===== config.mk =====
export PLATFORM = sky130hd
export DESIGN_NAME = dmem_arbiter
export DESIGN_NICKNAME = d
export VERILOG_FILES = /design/src/rtl/dmem_arbiter.sv
export SDC_FILE = /design/constraint.sdc
export NUM_CORES = 1
export LEC_CHECK = 0
export BUFFER_PORTS_ARGS = -buffer_cell sky130_fd_sc_hd__buf_2
export CAP_MARGIN = 30
export CORE_UTILIZATION = 46
export DETAILED_ROUTE_END_ITERATION = 8
export PLACE_DENSITY = 0.8
export SYNTH_ARGS = -nofsm -noshare
export SYNTH_HDL_FRONTEND = slang
export SYNTH_SLANG_ARGS = --single-unit

===== constraint.sdc =====
create_clock -name clk -period 1.5 [get_ports clk]
set_input_delay 0.075 -clock clk [delete_from_list [all_inputs] [get_ports clk]]
set_output_delay 0.075 -clock clk [all_outputs]
set_load 0.02 [all_outputs]

===== src/rtl/dmem_arbiter.sv =====
// rtl/dmem_arbiter.sv - two-port round-robin arbiter and one-cycle access sequencer for datamemory
// Optional misalignment check enabled by defining DMEM_ARB_ALIGN_CHK_EN
module dmem_arbiter #(
    parameter int DM_ADDRESS = 9,
    parameter int DATA_W     = 32
) (
    input  logic                  clk,
    input  logic                  reset,

    input  logic                  p0_req,
    output logic                  p0_gnt,
    input  logic                  p0_we,
    input  logic [DM_ADDRESS-1:0] p0_addr,
    input  logic [DATA_W-1:0]     p0_wdata,
    input  logic [2:0]            p0_funct3,
    output logic                  p0_rvalid,
    output logic [DATA_W-1:0]     p0_rdata,
    output logic                  p0_err,

    input  logic                  p1_req,
    output logic                  p1_gnt,
    input  logic                  p1_we,
    input  logic [DM_ADDRESS-1:0] p1_addr,
    input  logic [DATA_W-1:0]     p1_wdata,
    input  logic [2:0]            p1_funct3,
    output logic                  p1_rvalid,
    output logic [DATA_W-1:0]     p1_rdata,
    output logic                  p1_err,

    output logic                  MemRead,
    output logic                  MemWrite,
    output logic [DM_ADDRESS-1:0] a,
    output logic [DATA_W-1:0]     wd,
    output logic [2:0]            Funct3,
    input  logic [DATA_W-1:0]     rd
);

    localparam logic [0:0] S_IDLE   = 1'b0;
    localparam logic [0:0] S_ACCESS = 1'b1;

    logic [0:0]            state;
    logic [0:0]            state_nxt;
    logic                  last_grant;

    logic                  cmd_we;
    logic [DM_ADDRESS-1:0] cmd_addr;
    logic [DATA_W-1:0]     cmd_wdata;
    logic [2:0]            cmd_funct3;
    logic                  cmd_port;
    logic                  cmd_err;

    logic                  any_req;
    logic                  win_port;
    logic                  grant;

    logic                  sel_we;
    logic [DM_ADDRESS-1:0] sel_addr;
    logic [DATA_W-1:0]     sel_wdata;
    logic [2:0]            sel_funct3;
    logic                  sel_misal;

    logic                  in_access;
    logic [DATA_W-1:0]     resp_data;

    // Winner selection: a lone requester wins, a tie goes to the port not granted last
    always_comb begin
        any_req = p0_req | p1_req;
        if (p0_req && p1_req) begin
            win_port = ~last_grant;
        end else begin
            win_port = p1_req;
        end
        grant = any_req && (state == S_IDLE) && !reset;
    end

    assign p0_gnt = grant & ~win_port;
    assign p1_gnt = grant &  win_port;

    // Route the winning port's command fields toward the command registers
    always_comb begin
        sel_we     = win_port ? p1_we     : p0_we;
        sel_addr   = win_port ? p1_addr   : p0_addr;
        sel_wdata  = win_port ? p1_wdata  : p0_wdata;
        sel_funct3 = win_port ? p1_funct3 : p0_funct3;
    end

`ifdef DMEM_ARB_ALIGN_CHK_EN
    // Word needs addr[1:0]==0, halfword needs addr[0]==0, bytes are always aligned
    always_comb begin
        sel_misal = 1'b0;
        if (sel_funct3[1:0] == 2'b10) begin
            sel_misal = (sel_addr[1:0] != 2'b00);
        end else if (sel_funct3[1:0] == 2'b01) begin
            sel_misal = sel_addr[0];
        end
    end
`else
    assign sel_misal = 1'b0;
`endif

    // Next state: IDLE moves to ACCESS on a grant, ACCESS always lasts one cycle
    always_comb begin
        state_nxt = state;
        case (state)
            S_IDLE:   if (grant) state_nxt = S_ACCESS;
            S_ACCESS: state_nxt = S_IDLE;
            default:  state_nxt = S_IDLE;
        endcase
    end

    // State, round-robin pointer and command registers; the command is latched on grant
    always_ff @(posedge clk) begin
        if (reset) begin
            state      <= S_IDLE;
            last_grant <= 1'b1;
            cmd_we     <= 1'b0;
            cmd_addr   <= '0;
            cmd_wdata  <= '0;
            cmd_funct3 <= 3'b000;
            cmd_port   <= 1'b0;
            cmd_err    <= 1'b0;
        end else begin
            state <= state_nxt;
            if (grant) begin
                last_grant <= win_port;
                cmd_we     <= sel_we;
                cmd_addr   <= sel_addr;
                cmd_wdata  <= sel_wdata;
                cmd_funct3 <= sel_funct3;
                cmd_port   <= win_port;
                cmd_err    <= sel_misal;
            end
        end
    end

    // Memory strobes only in ACCESS; a flagged command keeps its slot but touches nothing
    assign in_access = (state == S_ACCESS);
    assign MemRead   = in_access & ~cmd_we & ~cmd_err;
    assign MemWrite  = in_access &  cmd_we & ~cmd_err;
    assign a         = in_access ? cmd_addr   : '0;
    assign wd        = in_access ? cmd_wdata  : '0;
    assign Funct3    = in_access ? cmd_funct3 : 3'b000;

    // Stores and flagged commands answer with zero data; loads return what memory gave
    assign resp_data = (cmd_we || cmd_err) ? '0 : rd;

    // Response pulse to the owning port; rdata holds until that port's next response
    always_ff @(posedge clk) begin
        if (reset) begin
            p0_rvalid <= 1'b0;
            p1_rvalid <= 1'b0;
            p0_rdata  <= '0;
            p1_rdata  <= '0;
        end else begin
            p0_rvalid <= in_access & ~cmd_port;
            p1_rvalid <= in_access &  cmd_port;
            if (in_access && !cmd_port) begin
                p0_rdata <= resp_data;
            end
            if (in_access && cmd_port) begin
                p1_rdata <= resp_data;
            end
        end
    end

`ifdef DMEM_ARB_ALIGN_CHK_EN
    // Misalignment flag travels with the response pulse
    always_ff @(posedge clk) begin
        if (reset) begin
            p0_err <= 1'b0;
            p1_err <= 1'b0;
        end else begin
            p0_err <= in_access & ~cmd_port & cmd_err;
            p1_err <= in_access &  cmd_port & cmd_err;
        end
    end
`else
    assign p0_err = 1'b0;
    assign p1_err = 1'b0;
`endif

endmodule


==> results of run 1 <==
-- worst reg2reg max path: cells and delay by family, from the launching register on --
kind	cells	cell delay [ps]
buffers and inverters	1	200
AO/OA/AOI/OAI	2	620
AND/OR/NAND/NOR	1	280
flip-flops	1	370
-- cell usage after synthesis --
master    instances
a211o_1           1
a21oi_1          64
a31o_2            1
a31oi_1          45
and2_1           46
and3_1            2
buf_1             4
buf_2            18
buf_4             3
clkbuf_1         41
clkbuf_2          4
conb_1            1
dfxtp_1         114
inv_1             2
nand2_1         130
nand2b_1          2
nand3_1          45
nand4_1          45
nor2_1            4
nor2b_1          34
nor3b_4           1
o21ai_0          45
o21ai_1           1
or2_1             1
-- layer usage --
| layer | vias to the layer above | global-route usage, % | share of wire, % |
|---|---|---|---|
| met5 | - | 0 | 0 |
| li1 | 2960 | - | - |
| met2 | 620 | 62.2 | 46 |
| met3 | 240 | 11.8 | 11 |
| met1 | 3140 | 40.0 | 34 |
| met4 | 0 | 29.4 | 8.9 |
-- metrics by stage --
step | instance area, um^2 | instances | total power (W)
finish | 8680 | 1156 | 0.00889
global placement | 6390 | 983 | 0.00449
floorplan | 5010 | 655 | 0.00400
detailed placement | 6390 | 983 | 0.00450
global route | 8680 | 1155 | 0.00912
CTS | 8490 | 1148 | 0.00866
-- power breakdown --
group,total (W),switching (W),leakage (nW),internal [W]
clock network,0.00390,0.00150,0.270,0.00240
logic,0.00170,0.000913,2.57,0.000789
registers,0.00329,0.0000966,0.930,0.00319
-- flip-flops by register name, indices dropped and copies added, names as in the netlist, 3 cells and up --
signal and cells:
cmd_addr 9, cmd_funct3 3, cmd_wdata 32, p0_rdata 32, p1_rdata 32
-- worst max-delay path by stage --
| stage | to | cells after the start | slack (ps) | startpoint |
|---|---|---|---|---|
| after global placement | p0_rdata[0] | 5 | 180 | in_access |
| after detailed placement | p1_rdata[12] | 5 | 130 | in_access |
| after CTS | p0_gnt | 4 | -40 | in_access |
| after global routing | cmd_wdata[20] | 7 | -90 | in_access |
| after floorplan | cmd_wdata[6] | 5 | 260 | in_access |
| final | cmd_wdata[22] | 4 | -120 | in_access |
-- area by class of cell --
cell class | instances | share of cell area, %
diodes | 2 | 0.0577
clock buffers | 19 | 4.97
clock inverters | 13 | 1.57
inverters | 2 | 0.0865
multi-input cells | 469 | 29.0
flip-flops and latches | 114 | 26.3
well taps | 136 | 1.96
repair buffers | 401 | 36.0
-- timing repair --
action | CTS | global route
hold buffers | 124 | 0
resized for setup | 60 | 30
cloned | 1 | 3
setup endpoints to repair | 48 | 48
pin swaps | 2 | 12
buffers inserted | 8 | 3
hold endpoints to repair | 110 | 0
-- kinds of logic after synthesis --
logic type | Yosys count | share of synthesized area, %
and+or+nand+nor | 310 | 31.2
other | 1 | 0.0749
buffers and inverters | 72 | 6.18
DFF | 114 | 45.6
AOI/OAI and AO/OA | 157 | 17.0
==> metrics.cfg, run 1 <==
[critical_path]
rr_startpoint=in_access
cp-start-kind=register
worstPathCellList=or2_1 -> buf_4 -> o21ai_0 -> a31oi_1
cp.required_ps=1850
cp.buffers_inverters=1
critPathKind=reg -> reg
slowest_delay_ps=410
critPathCaptureType=register
reg2reg_slack_ps=-120
crit_arrival_ps=1970
cp_slowest_cell=o21ai_0
worstPathMaxFanout=12
crit_family=compound AO/OA/AOI/OAI gates
ff2ff_path_depth=4
r2r_end=cmd_wdata[22]

[timing]
relSlewSlack_pct=51.5
fmaxAchievable_mhz=618
slew_violations=0
rsz0062_at_grt=true
worst_hold_slack_ps=221
skew_ps=10.4
worst_pin_slew_ps=728
tns_ps=-399
finalCritPeriodShare_pct=108
hold_violations=0
post-route-min-period_ps=1620
layout_setup_ws_ps=-119
setup_viol=16

[power_and_ir_drop]
leakagePower_nw=3.77
ir_worst_vdd_uv=664
power_density_mw_per_mm2=1020

[place]
gp_congestion=0.838
port_buffers=239
place_hpwl_um=10200
dp_worst_setup_slack_ps=125

[yosys]
netlist_area_mm2=0.00500
synthDistinctLibCells=24
synth_top_cell_area_share_pct=45.6
yosysSeqAreaShare_pct=45.6
ys_top_cells_by_area=dfxtp_1 (46%), nand2_1 (9.8%), a21oi_1 (6.4%)
syn_avg_cell_area_um2=7.65
ys_warn_count=0
synth_top_area_cell=dfxtp_1
ys_seq_elements=114
syn-instance-count=654

[floorplanning]
core_mm2=0.0104
num_rows=37
die_w_um=106
die_area_mm2=0.0113
die_y_um=106
ios=242
start_util_pct=48.0

[routing]
drtIter0Drc=790
vias=6960
drtAntennaViolNets=0
viasPerCell=6.02
drt_drc_violations_left=0
routed_wl_um=23300
dr.pass1.iters=9
routedWlPerCell_um=20.2

[clocking]
clockRootBuffer=clkbuf_8
cts_sinks=114
cts_max_path_buffers=2
cts_tree=built
clkSlewWorstSetupHoldPaths_ps=60
clk-insertion-delay-late_ps=510
numCtsBuffers=17
htree_levels=4

[final_layout]
fillCellCount=568
seq_area_mm2=0.00229
final_common_cell=buf_2
layout_common_cells=buf_2 (208), nand2_1 (130), dlygate4sd3_1 (124)
final_layout_size_suffix_gt1_share_pct=33.5
final_core_util_pct=83.3
multi_input_area_mm2=0.00251
final_nets=1131
area_growth_pct=73.5

[min_path]
whs_endpoint=p1_rdata[10]
hp-class=in -> reg
whs_path_depth=3
hp-start=reset

[global_route]
grt_pass1_vias=6808
overflow=0
track_usage_pct=37.7
grt_max_degree=71
antenna_found_initial=1
grt_pass1_wl_um=33400

[status]
status=finished with violations
violations=setup timing

[run]
maxCapViolCount=0

Power figures use the tool's default switching activity.
==> run 2, diff against run 1 <==
Settings changed: SKIP_LAST_GASP set to 1.
==> run 2 against run 1 <==
The flow still finishes with violations (setup timing). Highest routed layer is now met5. Critical path type unchanged. Clock power barely moved. Combinational power barely moved. Utilization fell by 0.55 points.
==> metrics.cfg, run 2 (synthesis results as in run 1) <==
[global_route]
grt_pass1_wl_um=33900  ; was 33400 um
grt_pass1_vias=6781  ; was 6808
track_usage_pct=38.4  ; was 37.7%
antenna_found_initial=1  ; unchanged
overflow=0  ; unchanged
grt_max_degree=71  ; unchanged

[clocking]
cts_sinks=114  ; unchanged
numCtsBuffers=17  ; unchanged
clk-insertion-delay-late_ps=510  ; about the same
htree_levels=4  ; unchanged
cts_max_path_buffers=2  ; unchanged
cts_tree=built  ; unchanged
clockRootBuffer=clkbuf_8  ; unchanged
clkSlewWorstSetupHoldPaths_ps=60  ; about the same

[timing]
hold_violations=0  ; unchanged
setup_viol=23  ; was 16
slew_violations=0  ; unchanged
relSlewSlack_pct=51.4  ; was 51.5%
worst_pin_slew_ps=729  ; was 728 ps
rsz0062_at_grt=true  ; unchanged
fmaxAchievable_mhz=575  ; was 618 MHz
post-route-min-period_ps=1740  ; was 1620 ps
finalCritPeriodShare_pct=116  ; was 108%
worst_hold_slack_ps=226  ; was 221 ps
layout_setup_ws_ps=-241  ; was -119 ps
skew_ps=10.8  ; was 10.4 ps

[critical_path]
crit_arrival_ps=2090  ; was 1970 ps
cp-startpoint=in_access  ; unchanged
crit_top_cell=buf_4
worstPathMaxFanout=10  ; was 12
worstPathCellList=nor2_4 -> buf_6 -> buf_4 -> buf_4 -> buf_4 -> nand4_1 -> a31oi_1  ; was or2_1 -> buf_4 -> o21ai_0 -> a31oi_1
crit_family=buffers and inverters  ; was compound AO/OA/AOI/OAI gates
r2r_end=cmd_wdata[20]  ; was cmd_wdata[22]
rr_startpoint=in_access  ; unchanged
cp_slowest_cell=a31oi_1  ; was o21ai_0
cp.buffers_inverters=4  ; was 1
ff2ff_path_depth=7  ; was 4
critPathCaptureType=register  ; unchanged
cp-start-kind=register  ; unchanged
cp.required_ps=1850  ; about the same
critPathKind=reg -> reg  ; unchanged
reg2reg_slack_ps=-240  ; was -120 ps
slowest_delay_ps=460  ; was 410 ps

[final_layout]
top_regs=cmd_wdata (32), p0_rdata (32), p1_rdata (32)  ; unchanged
layout_common_cells=buf_2 (212), nand2_1 (130), dlygate4sd3_1 (124)  ; was buf_2 (208), nand2_1 (130), dlygate4sd3_1 (124)
final_layout_size_suffix_gt1_share_pct=33.0  ; was 33.5%
diodes=0  ; was 2
final_nets=1130  ; was 1131
final_common_cell=buf_2  ; unchanged
final_core_util_pct=82.8  ; was 83.3%
fin_area_mm2=0.00862  ; was 0.00868 mm^2
area_growth_pct=72.3  ; was 73.5%

[run]
maxCapViolCount=0  ; unchanged

[routing]
routedWlPerCell_um=20.0  ; was 20.2 um
routed_wl_um=23000  ; was 23300 um
viasPerCell=6.06  ; was 6.02
vias=6988  ; was 6960
drt_drc_violations_left=0  ; unchanged
drtIter0Drc=848  ; was 790
drtAntennaViolNets=0  ; unchanged
dr.pass1.iters=6  ; was 9

[power_and_ir_drop]
clkPwrFrac_pct=44.1  ; was 43.9%
power_density_mw_per_mm2=1030  ; was 1020 mW/mm^2
ir_worst_vdd_uv=687  ; was 664 uV
internal-power_w=0.00637  ; was 0.00638 W
combinationalPowerShare_pct=18.9  ; was 19.1%
swShare_pct=28.3  ; was 28.2%
leakagePower_nw=3.75  ; was 3.77 nW
p_switching_w=0.00252  ; was 0.00251 W
seq_power_share_pct=37.0  ; about the same

[floorplanning]
num_rows=37  ; unchanged
start_util_pct=48.0  ; unchanged
ios=242  ; unchanged
die_y_um=106  ; unchanged
core_mm2=0.0104  ; unchanged
die_area_mm2=0.0113  ; unchanged
die_w_um=106  ; unchanged

[status]
status=finished with violations  ; unchanged
violations=setup timing  ; unchanged

[min_path]
whs_endpoint=p1_rdata[10]  ; unchanged
whs_path_depth=3  ; unchanged
hp-class=in -> reg  ; unchanged
hp-start=reset  ; unchanged

[place]
placed_area_mm2=0.00639  ; unchanged
gp_congestion=0.838  ; unchanged
port_buffers=239  ; unchanged
place_hpwl_um=10200  ; unchanged

-- run 2: cell types whose count changed in the layout (fill, tap and decap cells not counted), sizes merged --
cell / previous run / this run
diode: 2 / 0
clkbuf: 22 / 21
-- run 2: worst max path at each step --
stage	endpoint	slack, ps	cells past startpoint
2_1_floorplan	cmd_wdata[6]	260	5
3_3_place_gp	p0_rdata[0]	180	5
3_5_place_dp	p1_rdata[12]	130	5
4_1_cts	p0_gnt	-40	4
5_1_grt	cmd_wdata[20]	-280	7
6_report	cmd_wdata[20]	-240	7
-- run 2: through the flow --
step	std cells	power (W)	setup TNS, ps	worst slack, ps
after global placement	983	0.00449	0	182
after floorplan	655	0.00400	0	258
after CTS	1148	0.00866	-575	-42.9
after global routing	1153	0.00912	-2140	-280
final	1153	0.00888	-777	-241
after detailed placement	983	0.00450	0	125
-- run 2: power groups by stage --
stage	sequential, W	combinational (W)	clock [W]
floorplan	0.00341	0.000597	0
global placement	0.00332	0.00117	0
detailed placement	0.00333	0.00117	0
CTS	0.00326	0.00151	0.00389
global route	0.00330	0.00176	0.00407
finish	0.00328	0.00168	0.00392
-- run 2: final cells by class --
class	count	area, um^2
clock buffers	19	432
repair buffers	400	3090
fillers	589	1790
multi-input cells	469	2500
flip-flops and latches	114	2290
clock inverters	13	136
well taps	136	170
inverters	2	7.51
-- run 2: what timing repair did --
item / 4_1_cts / 5_1_grt
gates resized for setup: 57 / 23
endpoints found under the hold margin: 110 / 0
cloned: 1 / 2
hold buffers: 124 / 0
buffers inserted: 8 / 3
endpoints found under the setup margin: 48 / 51
pin swaps: 1 / 5
-- run 2: worst min-delay path: stages --
cell     delay [ps]
buf_4           150
buf_4           280
a21oi_1         160
-- run 2: layer usage --
layer / track usage (%) / part of all wire, %
met1: 41.1 / 34
met5: 0 / 0.048
met4: 29.1 / 8.2
met2: 63.4 / 46
met3: 11.6 / 12
==> run 3, diff against run 2 <==
Settings changed: ABC_AREA set to 1, CELL_PAD_IN_SITES_DETAIL_PLACEMENT set to 1, CELL_PAD_IN_SITES_GLOBAL_PLACEMENT set to 1, CORE_UTILIZATION 46 to 31, PLACE_DENSITY 0.8 to unset, PLACE_DENSITY_LB_ADDON set to 0.1.
==> run 3 against run 2 <==
The flow now finishes without violations. Fmax increased by 22%. First-iteration DRC count decreased by 77%. Area after synthesis increased by 5.6%. Sequential share of layout area increased by 3.5 points. Clock skew decreased by 5.3 ps. Global-route usage decreased by 16 points. Worst setup slack improved by 320 ps.
==> metrics.cfg, run 3 <==
[power_and_ir_drop]
combinationalPowerShare_pct=16.5  ; was 18.9%
clkPwrFrac_pct=45.7  ; was 44.1%
swShare_pct=26.8  ; was 28.3%
p_switching_w=0.00235  ; was 0.00252 W
leakagePower_nw=4.23  ; was 3.75 nW
p_total_w=0.00876  ; was 0.00888 W
power_density_mw_per_mm2=1150  ; was 1030 mW/mm^2
internal-power_w=0.00642  ; was 0.00637 W
seq_power_share_pct=37.8  ; was 37.0%
ir_worst_vdd_uv=735  ; was 687 uV

[final_layout]
final_nets=1195  ; was 1130
area_growth_pct=44.0  ; was 72.3%
layout_common_cells=nand2_1 (292), buf_2 (239), dfxtp_1 (112)  ; was buf_2 (212), nand2_1 (130), dlygate4sd3_1 (124)
top_regs=cmd_wdata (32), p0_rdata (32), p1_rdata (32)  ; unchanged
final_common_cell=nand2_1  ; was buf_2
final_layout_size_suffix_gt1_share_pct=28.1  ; was 33.0%
fillCellCount=2237  ; was 589

[clocking]
htree_levels=4  ; unchanged
numCtsBuffers=17  ; unchanged
clk-insertion-delay-late_ps=410  ; was 510 ps
cts_max_path_buffers=2  ; unchanged
cts_sinks=114  ; unchanged
clockRootBuffer=clkbuf_16  ; was clkbuf_8
clkSlewWorstSetupHoldPaths_ps=50  ; was 60 ps
cts_tree=built  ; unchanged

[critical_path]
cp.required_ps=1420  ; was 1850 ps
reg2reg_slack_ps=110  ; was -240 ps
worstPathMaxFanout=31  ; was 10
crit_arrival_ps=1350  ; was 2090 ps
ff2ff_path_depth=7  ; unchanged
cp-start-kind=register  ; unchanged
critPathCaptureType=primary output  ; was register
critPathKind=reg -> out  ; was reg -> reg
r2r_end=cmd_wdata[13]  ; was cmd_wdata[20]
rr_startpoint=in_access  ; unchanged

[yosys]
synth_compound_area_share_pct=10.6  ; was 17.0%
ys_seq_elements=114  ; unchanged
synth_top_cell_area_share_pct=43.2  ; was 45.6%
syn_avg_cell_area_um2=6.52  ; was 7.65 um^2
muxShareOfSynthArea_pct=0  ; unchanged
synth-xor-area-share_pct=0  ; unchanged
synth_top_family_by_area=simple AND/OR/NAND/NOR gates  ; unchanged
syn-instance-count=810  ; was 654
ys_top_cells_by_count=nand2_1 (292), dfxtp_1 (114), nor2_1 (100), inv_1 (80), a21oi_1 (77)  ; was nand2_1 (130), dfxtp_1 (114), a21oi_1 (64), and2_1 (46)
synth_edf_count=0  ; unchanged
yosysSeqAreaShare_pct=43.2  ; was 45.6%
ys_warn_count=0  ; unchanged
synth_top_area_cell=dfxtp_1  ; unchanged
yosysMostFrequentCell=nand2_1  ; unchanged
synthAdderAreaFrac_pct=0  ; unchanged
synth_flop_cell=dfxtp_1  ; unchanged
synthDistinctLibCells=22  ; was 24
synthSimpleGateAreaFrac_pct=33.4  ; was 31.2%
synthArstFlopShare_pct=0  ; unchanged
ys_top_cells_by_area=dfxtp_1 (43%), nand2_1 (21%), a21oi_1 (7.3%)  ; was dfxtp_1 (46%), nand2_1 (9.8%), a21oi_1 (6.4%)
netlist_area_mm2=0.00528  ; was 0.00500 mm^2

[timing]
relSlewSlack_pct=57.7  ; was 51.4%
post-route-min-period_ps=1420  ; was 1740 ps
slew_violations=0  ; unchanged
worst_pin_slew_ps=634  ; was 729 ps
finalCritPeriodShare_pct=94.8  ; was 116%
setup_viol=0  ; was 23
rsz0062_at_grt=false  ; was true
skew_ps=5.43  ; was 10.8 ps
layout_setup_ws_ps=78.0  ; was -241 ps
hold_violations=0  ; unchanged
fmaxAchievable_mhz=703  ; was 575 MHz

[routing]
drtAntennaViolNets=0  ; unchanged
dr.pass1.iters=4  ; was 6
routed_wl_um=19100  ; was 23000 um
drt_drc_violations_left=0  ; unchanged
drtIter0Drc=197  ; was 848
routedWlPerCell_um=14.6  ; was 20.0 um
vias=5959  ; was 6988
viasPerCell=4.58  ; was 6.06

[floorplanning]
start_util_pct=31.9  ; was 48.0%
die_y_um=133  ; was 106 um
die_w_um=133  ; was 106 um
core_mm2=0.0166  ; was 0.0104 mm^2
num_rows=47  ; was 37
die_area_mm2=0.0176  ; was 0.0113 mm^2
ios=242  ; unchanged

[global_route]
grt_pass1_vias=5895  ; was 6781
antenna_found_initial=0  ; was 1
track_usage_pct=21.9  ; was 38.4%
grt_pass1_wl_um=30300  ; was 33900 um
grt_max_degree=47  ; was 71
overflow=0  ; unchanged

[place]
gp_congestion=0.777  ; was 0.838
port_buffers=239  ; unchanged
place_hpwl_um=12700  ; was 10200 um
dp_worst_setup_slack_ps=189  ; was 125 ps

[status]
status=completed  ; was finished with violations

[run]
maxCapViolCount=0  ; unchanged

[min_path]
whs_path_depth=5  ; was 3
hp-class=in -> reg  ; unchanged
hp-start=rd[14]  ; was reset
whs_endpoint=p1_rdata[14]  ; was p1_rdata[10]

-- run 3: cell count changes in the layout (fill, tap and decap cells not counted), moves of 32 or more --
cell | before | now
inv_1 | 2 | 80
nand2_1 | 130 | 292
a31oi_1 | 44 | 0
nand4_1 | 45 | 0
dlygate4sd3_1 | 124 | 33
nor2b_1 | 32 | 0
nor2_1 | 2 | 100
-- run 3: worst max-delay path, stage by stage, from the launching register on --
cell	delay, ps
dfxtp_4	420
buf_12	200
nand2_1	80
inv_1	60
buf_2	160
-- run 3: cells by family (layout without fill, tap and decap cells) --
| kind of cell | count (synthesis) | count (layout) |
|---|---|---|
| other cells | 1 | 3 |
| flops | 114 | 114 |
| simple gates | 444 | 446 |
| buf+inv | 141 | 408 |
| compound gates | 110 | 111 |
-- run 3: area by class of cell --
type	instances	area [um^2]	area share [%]
diodes	1	2.50	0.0329
clock buffers	28	557	7.32
repair buffers	293	1750	23.0
clock inverters	3	40.0	0.526
multi-input cells	559	2380	31.2
inverters	84	323	4.24
well taps	220	275	3.62
flip-flops and latches	114	2290	30.1
-- run 3: worst max path at each step --
stage,startpoint,endpoint
floorplan,last_grant,p0_gnt
global placement,in_access,cmd_wdata[29]
detailed placement,in_access,cmd_wdata[12]
CTS,in_access,a[4]
global route,last_grant,p1_gnt
finish,in_access,wd[13]
-- run 3: per-layer routing --
metal	global-route usage, %	up-vias	part of all wire, %
li1	-	2991	-
met1	26.0	2781	44
met2	37.6	156	48
met3	5.71	31	5.5
met4	9.00	0	2.2
met5	0	-	0
-- run 3: timing repair --
| item | CTS | global route |
|---|---|---|
| hold buffers | 33 | 0 |
| pin swaps | 1 | 0 |
| gates resized for setup | 2 | 5 |
| cloned | 3 | 0 |
| setup buffers | 5 | 0 |
| endpoints found under the setup margin | 34 | 45 |
| hold endpoints to repair | 33 | 0 |
-- run 3: power by group through the flow --
stage / sequential [W] / clock (W) / combinational (W)
3_3_place_gp: 0.00337 / 0 / 0.00133
3_5_place_dp: 0.00337 / 0 / 0.00134
6_report: 0.00332 / 0.00400 / 0.00145
5_1_grt: 0.00333 / 0.00421 / 0.00160
4_1_cts: 0.00331 / 0.00410 / 0.00146
2_1_floorplan: 0.00348 / 0 / 0.000726
-- run 3: per-stage QoR --
step | utilization, % | hold slack, ps | setup TNS [ps] | area [um^2] | std cells
after CTS | 45.8 | 0.0473 | -226 | 7590 | 1301
after floorplan | - | 287 | 0 | 5290 | 811
after global placement | 39.7 | 411 | 0 | 6580 | 1230
after global routing | 45.9 | 20.0 | 0 | 7610 | 1301
after detailed placement | 39.7 | 412 | 0 | 6580 | 1230
final | 45.9 | 7.96 | 0 | 7610 | 1302
